==> src/rtl/trap_controller.sv <==
// Machine-mode trap sequencer: picks one trap event by fixed priority, saves the PC and
// cause, redirects fetch to the handler or back to mepc, and flushes the pipeline.
module trap_controller #(
  parameter logic [31:0] TRAP_VECTOR  = 32'h0000_0100,
  parameter int unsigned FLUSH_CYCLES = 2
) (
  input  logic        clock,
  input  logic        resetActiveLow,
  input  logic        instructionValid,
  input  logic [31:0] pcCurrent,
  input  logic        illegalInstruction,
  input  logic        ecallDetected,
  input  logic        ebreakDetected,
  input  logic        mretDetected,
  input  logic        externalIrq,
  input  logic        timerIrq,
  input  logic [31:0] mepcValue,
  output logic        csrWriteEnable,
  output logic [31:0] mepcWriteValue,
  output logic [31:0] mcauseValue,
  output logic        pcRedirectValid,
  output logic [31:0] pcRedirectTarget,
  output logic        pipelineStall,
  output logic        pipelineFlush,
  output logic        inTrapHandler
);

  typedef enum logic [2:0] {
    IDLE     = 3'd0,
    CAPTURE  = 3'd1,
    REDIRECT = 3'd2,
    FLUSH    = 3'd3,
    HANDLER  = 3'd4,
    RETURN   = 3'd5
  } state_t;

  localparam logic [31:0] CAUSE_EXTERNAL = 32'h8000_000B;
  localparam logic [31:0] CAUSE_TIMER    = 32'h8000_0007;
  localparam logic [31:0] CAUSE_ILLEGAL  = 32'd2;
  localparam logic [31:0] CAUSE_EBREAK   = 32'd3;
  localparam logic [31:0] CAUSE_ECALL    = 32'd11;
  localparam logic [3:0]  FLUSH_LOAD     = 4'(FLUSH_CYCLES - 1);

  state_t      state;
  state_t      stateNext;
  logic [3:0]  flushCount;
  logic        returnFlag;

  logic        sampling;
  logic        irqTaken;
  logic        exceptionTaken;
  logic        mretAsIllegal;
  logic        trapTaken;
  logic        mretTaken;
  logic [31:0] causeNext;

  // Interrupts are masked inside the handler, so the irq inputs only matter from IDLE.
  function automatic logic [31:0] selectCause(
    input logic irqEnable,
    input logic ext,
    input logic tmr,
    input logic ill,
    input logic ebrk,
    input logic ecall
  );
    logic [31:0] cause;
    cause = CAUSE_ILLEGAL;
    if (irqEnable && ext)      cause = CAUSE_EXTERNAL;
    else if (irqEnable && tmr) cause = CAUSE_TIMER;
    else if (ill)              cause = CAUSE_ILLEGAL;
    else if (ebrk)             cause = CAUSE_EBREAK;
    else if (ecall)            cause = CAUSE_ECALL;
    return cause;
  endfunction

  always_comb begin
    sampling       = instructionValid && ((state == IDLE) || (state == HANDLER));
    irqTaken       = sampling && (state == IDLE) && (externalIrq || timerIrq);
    exceptionTaken = sampling && (illegalInstruction || ecallDetected || ebreakDetected);
    mretAsIllegal  = sampling && (state == IDLE) && mretDetected;
    trapTaken      = irqTaken || exceptionTaken || mretAsIllegal;
    mretTaken      = sampling && (state == HANDLER) && mretDetected && !exceptionTaken;
    causeNext      = selectCause(state == IDLE, externalIrq, timerIrq,
                                 illegalInstruction, ebreakDetected, ecallDetected);
  end

  always_ff @(posedge clock or negedge resetActiveLow) begin
    if (!resetActiveLow) begin
      state <= IDLE;
    end else begin
      state <= stateNext;
    end
  end

  always_comb begin
    stateNext = state;
    unique case (state)
      IDLE: begin
        if (trapTaken) stateNext = CAPTURE;
      end
      CAPTURE:  stateNext = REDIRECT;
      REDIRECT: stateNext = FLUSH;
      FLUSH: begin
        if (flushCount == 4'd0) stateNext = returnFlag ? IDLE : HANDLER;
      end
      HANDLER: begin
        if (trapTaken)      stateNext = CAPTURE;
        else if (mretTaken) stateNext = RETURN;
      end
      RETURN:   stateNext = FLUSH;
      default:  stateNext = IDLE;
    endcase
  end

  // Flush length counter and the trap/return marker that decides where FLUSH exits to.
  always_ff @(posedge clock or negedge resetActiveLow) begin
    if (!resetActiveLow) begin
      flushCount <= 4'd0;
      returnFlag <= 1'b0;
    end else begin
      if ((state == REDIRECT) || (state == RETURN)) begin
        flushCount <= FLUSH_LOAD;
      end else if ((state == FLUSH) && (flushCount != 4'd0)) begin
        flushCount <= flushCount - 4'd1;
      end
      if (state == REDIRECT) begin
        returnFlag <= 1'b0;
      end else if (state == RETURN) begin
        returnFlag <= 1'b1;
      end
    end
  end

  always_ff @(posedge clock or negedge resetActiveLow) begin
    if (!resetActiveLow) begin
      mepcWriteValue <= 32'd0;
      mcauseValue    <= 32'd0;
    end else if (trapTaken) begin
      mepcWriteValue <= pcCurrent;
      mcauseValue    <= causeNext;
    end
  end

  always_comb begin
    csrWriteEnable   = 1'b0;
    pcRedirectValid  = 1'b0;
    pcRedirectTarget = 32'd0;
    pipelineStall    = 1'b0;
    pipelineFlush    = 1'b0;
    inTrapHandler    = 1'b0;
    unique case (state)
      CAPTURE: begin
        csrWriteEnable = 1'b1;
        pipelineStall  = 1'b1;
      end
      REDIRECT: begin
        pcRedirectValid  = 1'b1;
        pcRedirectTarget = TRAP_VECTOR;
        pipelineFlush    = 1'b1;
        pipelineStall    = 1'b1;
      end
      FLUSH: begin
        pipelineFlush = 1'b1;
        inTrapHandler = !returnFlag;
      end
      HANDLER: begin
        inTrapHandler = 1'b1;
      end
      RETURN: begin
        pcRedirectValid  = 1'b1;
        pcRedirectTarget = mepcValue;
        pipelineFlush    = 1'b1;
        pipelineStall    = 1'b1;
        inTrapHandler    = 1'b1;
      end
      default: begin
      end
    endcase
  end

endmodule

==> config.mk <==
export PLATFORM = sky130hd
export DESIGN_NAME = trap_controller
export DESIGN_NICKNAME = d
export VERILOG_FILES = /design/src/rtl/trap_controller.sv
export SDC_FILE = /design/constraint.sdc
export NUM_CORES = 1
export LEC_CHECK = 0
export ABC_CLOCK_PERIOD_IN_PS = 4000
export BUFFER_PORTS_ARGS = -buffer_cell sky130_fd_sc_hd__buf_2
export CAP_MARGIN = 5
export CELL_PAD_IN_SITES_DETAIL_PLACEMENT = 1
export CELL_PAD_IN_SITES_GLOBAL_PLACEMENT = 2
export CORE_UTILIZATION = 24
export DETAILED_ROUTE_END_ITERATION = 12
export GPL_TIMING_DRIVEN = 0
export PLACE_DENSITY_LB_ADDON = 0.05
export SETUP_SLACK_MARGIN = 0.2
export SLEW_MARGIN = 20
export SYNTH_ARGS = -nofsm -noshare
export SYNTH_HDL_FRONTEND = slang
export SYNTH_SLANG_ARGS = --single-unit
==> constraint.sdc <==
create_clock -name clock -period 4 [get_ports clock]
set_input_delay 0.6 -clock clock [delete_from_list [all_inputs] [get_ports clock]]
set_output_delay 0.6 -clock clock [all_outputs]
set_load 0.05 [all_outputs]
[Yosys cells after proc, flatten, opt, wreduce, memory -nomap -nowiden]
Cells that the tools add are included.
Operators by class
  add/subtract/negate cells: 1
  multipliers: 0
  div/mod/pow operators: 0
  magnitude comparators: 0
  eq/ne operators: 8
  shift operators: 0
  muxes and demuxes: 21
  bitwise logic cells: 0
  reduce and logical (&&, ||, !) cells: 30
Operator list (number)
  2-to-1 mux 32 bit: 2
  case mux 32 bit (2 select lines): 1
  2-to-1 mux 4 bit: 5
  2-to-1 mux 3 bit: 5
  case mux 3 bit (5 select lines): 1
  logical AND 1 bit: 11
  logical OR 1 bit: 7
  == test 3 x 2 -> 1 bit (second input constant): 2
  == test 3 bit (second input constant): 2
  2-to-1 mux 1 bit: 6
  OR reduction 3 bit: 2
  zero test 4 bit: 1
  inequality test 2 bit (second input constant): 2
  nonzero test 2 bit: 2
  nonzero test 4 bit: 1
  OR reduction 2 bit: 2
  subtractor 4 x 1 -> 4 bit (second input constant): 1
  == test 3 x 1 -> 1 bit (second input constant): 1
  zero test 3 bit: 1
  inequality test 3 bit (second input constant): 1
  AND reduction 3 bit: 1
  zero test 1 bit: 2
  case mux 1 bit (2 select lines): 1
Storage, ports and cells
  flip-flop bits (word level): 72
  bits in latches: 0
  memory bits (writable): 0
  bits in read-only memories: 0
  output and inout port bits: 101
  memories: 0

[Logic depth before layout (Yosys ltp)]
  word-level depth: 9
  depth in mapped cells: 5

[Worst setup path before layout]
Ideal clock, no wire load.
  kind: register to output
  start point: reg state[2]
  end point: out pipelineStall
  data arrival time: 1903 ps
  required time: 3400 ps
  slack: 1497 ps
  stages on the path, launching flop included: 4
  buffers on the path: 1
  path through: dfrtp_1 > clkbuf_1 > nand2b_1 > o21ai_0
On the way
  cells in the longest elaborated chain, start to end: 3
  elaborated cells between the ends (all ways): 5
  classes of those cells: 3 x eq/ne; 1 x mux; 1 x reduce/logical
Ends and longest elaborated chain
  start, declared: line 44  | state_t state;
  start signal, assigned: line 91  | state <= stateNext;
  == test 3 x 2 -> 1 bit, or another cell as far along: line 151  | unique case (state)
  OR reduction 3 bit (no line) *
  2-to-1 mux 1 bit *: line 151
  end, declared: line 23  | output logic pipelineStall,
Mark *: on every way between the ends. The rest lies on a longest branch, timed or not.

[Worst setup path after layout]
  start point: reg state[2]
  end point: out inTrapHandler
On the way
  cells in the longest elaborated chain, start to end: 3
  elaborated cells between the ends (all ways): 5
  classes of those cells: 3 x eq/ne; 1 x mux; 1 x reduce/logical
Ends and longest elaborated chain
  == test 3 bit: line 151
  OR reduction 2 bit (no line)
  case mux 1 bit (2 select lines) *: line 151
  end, declared: line 25  | output logic inTrapHandler
Marked as above.

==> run_results.csv <==
group,metric,value,unit
yosys,netlist_top_cells_count,"dfrtp_1, and2_1, buf_4, mux2_1, mux2_2",
worst_setup_path,ff2ff_path_depth,5,
place,port_buffers,146,
yosys,synth_area_leaders,"dfrtp_1, buf_4, mux2_1, mux2_2, and2_1",
final_layout,fin_cells,528,
yosys,async_reset_ff_share,100,%
worst_setup_path,slowest_delay,0.47,ns
global_route,grt_pass1_wl,10100,um
floorplan,placeableCoreArea,9730,um2
clocking,clock_path_buffers,2,
floorplan,num_rows,36,
place,dp_slack,1.61,ns
final_layout,design_area,3490,um2
timing,final.setup.worst_slack,1.30,ns
global_route,grtUsageTotal,12.5,%
yosys,yosys_warnings,0,
clocking,cts_resized,0,
clocking,path_clk_slew,0.09,ns
clocking,root_buffer,"clkbuf_8",
final_layout,fill_cells,1193,
worst_setup_path,reg2reg_from,"state[0]",
final_layout,utilization,35.9,%
clocking,ctsHoldBuffers,0,
timing,max_slew_margin,56.7,%
worst_setup_path,crit_family,"simple AND/OR/NAND/NOR gates",
route,drt.antenna.violating_nets,0,
clocking,cts_setup_buffers,0,
floorplan,die_area,10400,um2
place,dp_hpwl,5240,um
clocking,clkSinkCount,45,
yosys,synth_most_common_cell,"dfrtp_1",
worst_setup_path,startpoint,"state[2]",
timing,hold_slack,0.292,ns
route,drtIter0Drc,33,
timing,final-setup-viol-count,0,
worst_setup_path,start_kind,"flip-flop",
global_route,grt_pass1_vias,2063,
global_route,gr-total-overflow,0,
pwr,leakagePower,1.88,nW
run_status,status,"finished clean",
timing,rsz0062_at_grt,"false",
route,via_per_inst,4.09,
route,routed_wl,6610,um
worst_setup_path,worstSetupPathDepth,5,
worst_setup_path,slowest_stage,"or3b_2",
yosys,ys_seq_area_share,46.8,%
yosys,ys_seq_elements,45,
place,gp_congestion,0.719,
place,dp.cells,520,
pwr,max-vdd-ir-drop,0.000351,V
timing,hold_violations,0,
floorplan,start_util,24.7,%
timing,worst_pin_slew,0.648,ns
yosys,synth.avg_cell_area,11.2,um2
yosys,synth_edf_count,0,
worst_setup_path,worstPathArrival,2.10,ns
clocking,cts_tree,"done",
route,vias,2160,
global_route,antenna_found_initial,1,
yosys,ys.flop_type,"dfrtp_1",
global_route,grt_max_degree,46,
worst_setup_path,worstPathCellList,"clkbuf_1 > nand2b_1 > or3b_2 > o21ai_0 > buf_2",
floorplan,num_io_pins,174,
worst_setup_path,endpoint,"inTrapHandler",
timing,layout_worst_path_cycle_share,67.5,%
timing,max_freq,371,MHz
worst_setup_path,endpoint_kind,"output port",
clocking,clk_latency,0.29,ns
worst_hold_path,min-delay-path-class,"in -> async",
final_layout,final_nets,469,
flow_run,maxCapViolations,0,
timing,period_minus_slack,2.70,ns
route,wl_per_cell,12.5,um
final_layout,final_layout_size_suffix_gt1_share,53.6,%
timing,fin_worst_skew,0.00545,ns
timing,finalSetupTns,0,ns
pwr,cellPowerDensity,842,nW/um2
worst_setup_path,worstSetupPathType,"reg -> out",
final_layout,syn_to_final_growth,45.3,%
clocking,cts_buffers,5,
route,drc_errors,0,
worst_setup_path,r2r-end,"mepcWriteValue[7]",
route,dr.pass1.iters,4,
worst_setup_path,ff2ff_setup_slack,2.05,ns
worst_setup_path,cp_num_buf_inv,2,
clocking,cts_max_level,2,
yosys,syn_area,2400,um2
pwr,finalPower,2.94,mW
yosys,syn_inst,215,
floorplan,die_w,102,um
floorplan,die_y,102,um
yosys,synthDistinctLibCells,38,
place,dpl_cell_area,3400,um2
worst_setup_path,cp_max_fo,10,
worst_setup_path,worstPathRequired,3.40,ns
timing,final_max_slew_viol_count,0,
yosys,yosysTopAreaCellShare,46.8,%
yosys,yosys.area.top_type,"dfrtp_1",
[flip-flops by register name, summed over array words and instances (netlist names)]
signal / cells
returnFlag: 1
state: 3
mcauseValue: 5
flushCount: 4
mepcWriteValue: 32
[cell type report]
class                      instances  area (um2)  share of cell area (%)
sequential                        45        1130                    32.2
multi-input combinational        153        1080                    31.0
timing repair buffer             146         733                    21.0
buffer                            37         269                    7.70
tap                              133         166                    4.76
clock buffer                       6        82.6                    2.36
inverter                           6        22.5                   0.644
clock inverter                     1        7.51                   0.215
antenna                            1        2.50                  0.0716
[power by group]
| group | total [mW] | internal (mW) | switching [mW] | leakage (nW) |
|---|---|---|---|---|
| Sequential | 0.787 | 0.673 | 0.114 | 0.536 |
| Clock | 0.292 | 0.137 | 0.155 | 0.0433 |
| Combinational | 1.86 | 0.540 | 1.32 | 1.30 |
[cell usage in the layout (no fill, tap or decap), types with 2 or more instances in the layout]
master,count
or2_2,3
mux2_2,18
or3_1,2
and2_1,31
inv_1,6
clkbuf_8,6
nor3b_1,3
or3b_2,2
o21ai_0,6
conb_1,27
buf_6,3
clkbuf_1,4
buf_2,147
dfrtp_1,45
nor3_1,4
a21oi_1,6
nand2_1,3
nor2_1,9
ha_1,2
buf_4,29
nand2b_1,2
mux2_1,18
[logic make-up (layout without fill, tap and decap cells)]
logic type / after synthesis / count (layout) / synth area share, %
buffers and inverters: 43 / 196 / 12.1
other: 1 / 28 / 0.156
AO/OA/AOI/OAI: 21 / 21 / 5.78
adder cells (fa/ha/maj): 2 / 2 / 1.04
AND/OR/NAND/NOR: 66 / 66 / 16.8
flip-flops: 45 / 45 / 46.8
multiplexers: 37 / 37 / 17.3
[worst reg2reg max path: stages (launching register included)]
cell and delay (ns):
dfrtp_1 0.43, or4b_1 0.55, o22ai_2 0.16, buf_6 0.19, buf_6 0.17, mux2_1 0.34
[how the worst min path moves through the flow]
stage | start | depth (start not counted) | to
after floorplan | resetActiveLow | 0 | flushCount[0]
after global placement | mcauseValue[1] | 1 | mcauseValue[1]
after detailed placement | mcauseValue[1] | 1 | mcauseValue[1]
after CTS | resetActiveLow | 1 | mepcWriteValue[30]
after global routing | resetActiveLow | 1 | mcauseValue[31]
final | resetActiveLow | 1 | flushCount[1]
[routing by layer]
layer / up-vias / track usage (%) / wire length [um]
met3: 5 / 3.76 / 744
met1: 1003 / 14.0 / 2620
met4: 0 / 4.62 / 64
met2: 113 / 22.2 / 3180
met5: - / 0 / 0
li1: 1039 / - / -
Note: power is estimated with default switching activity, not from simulation.
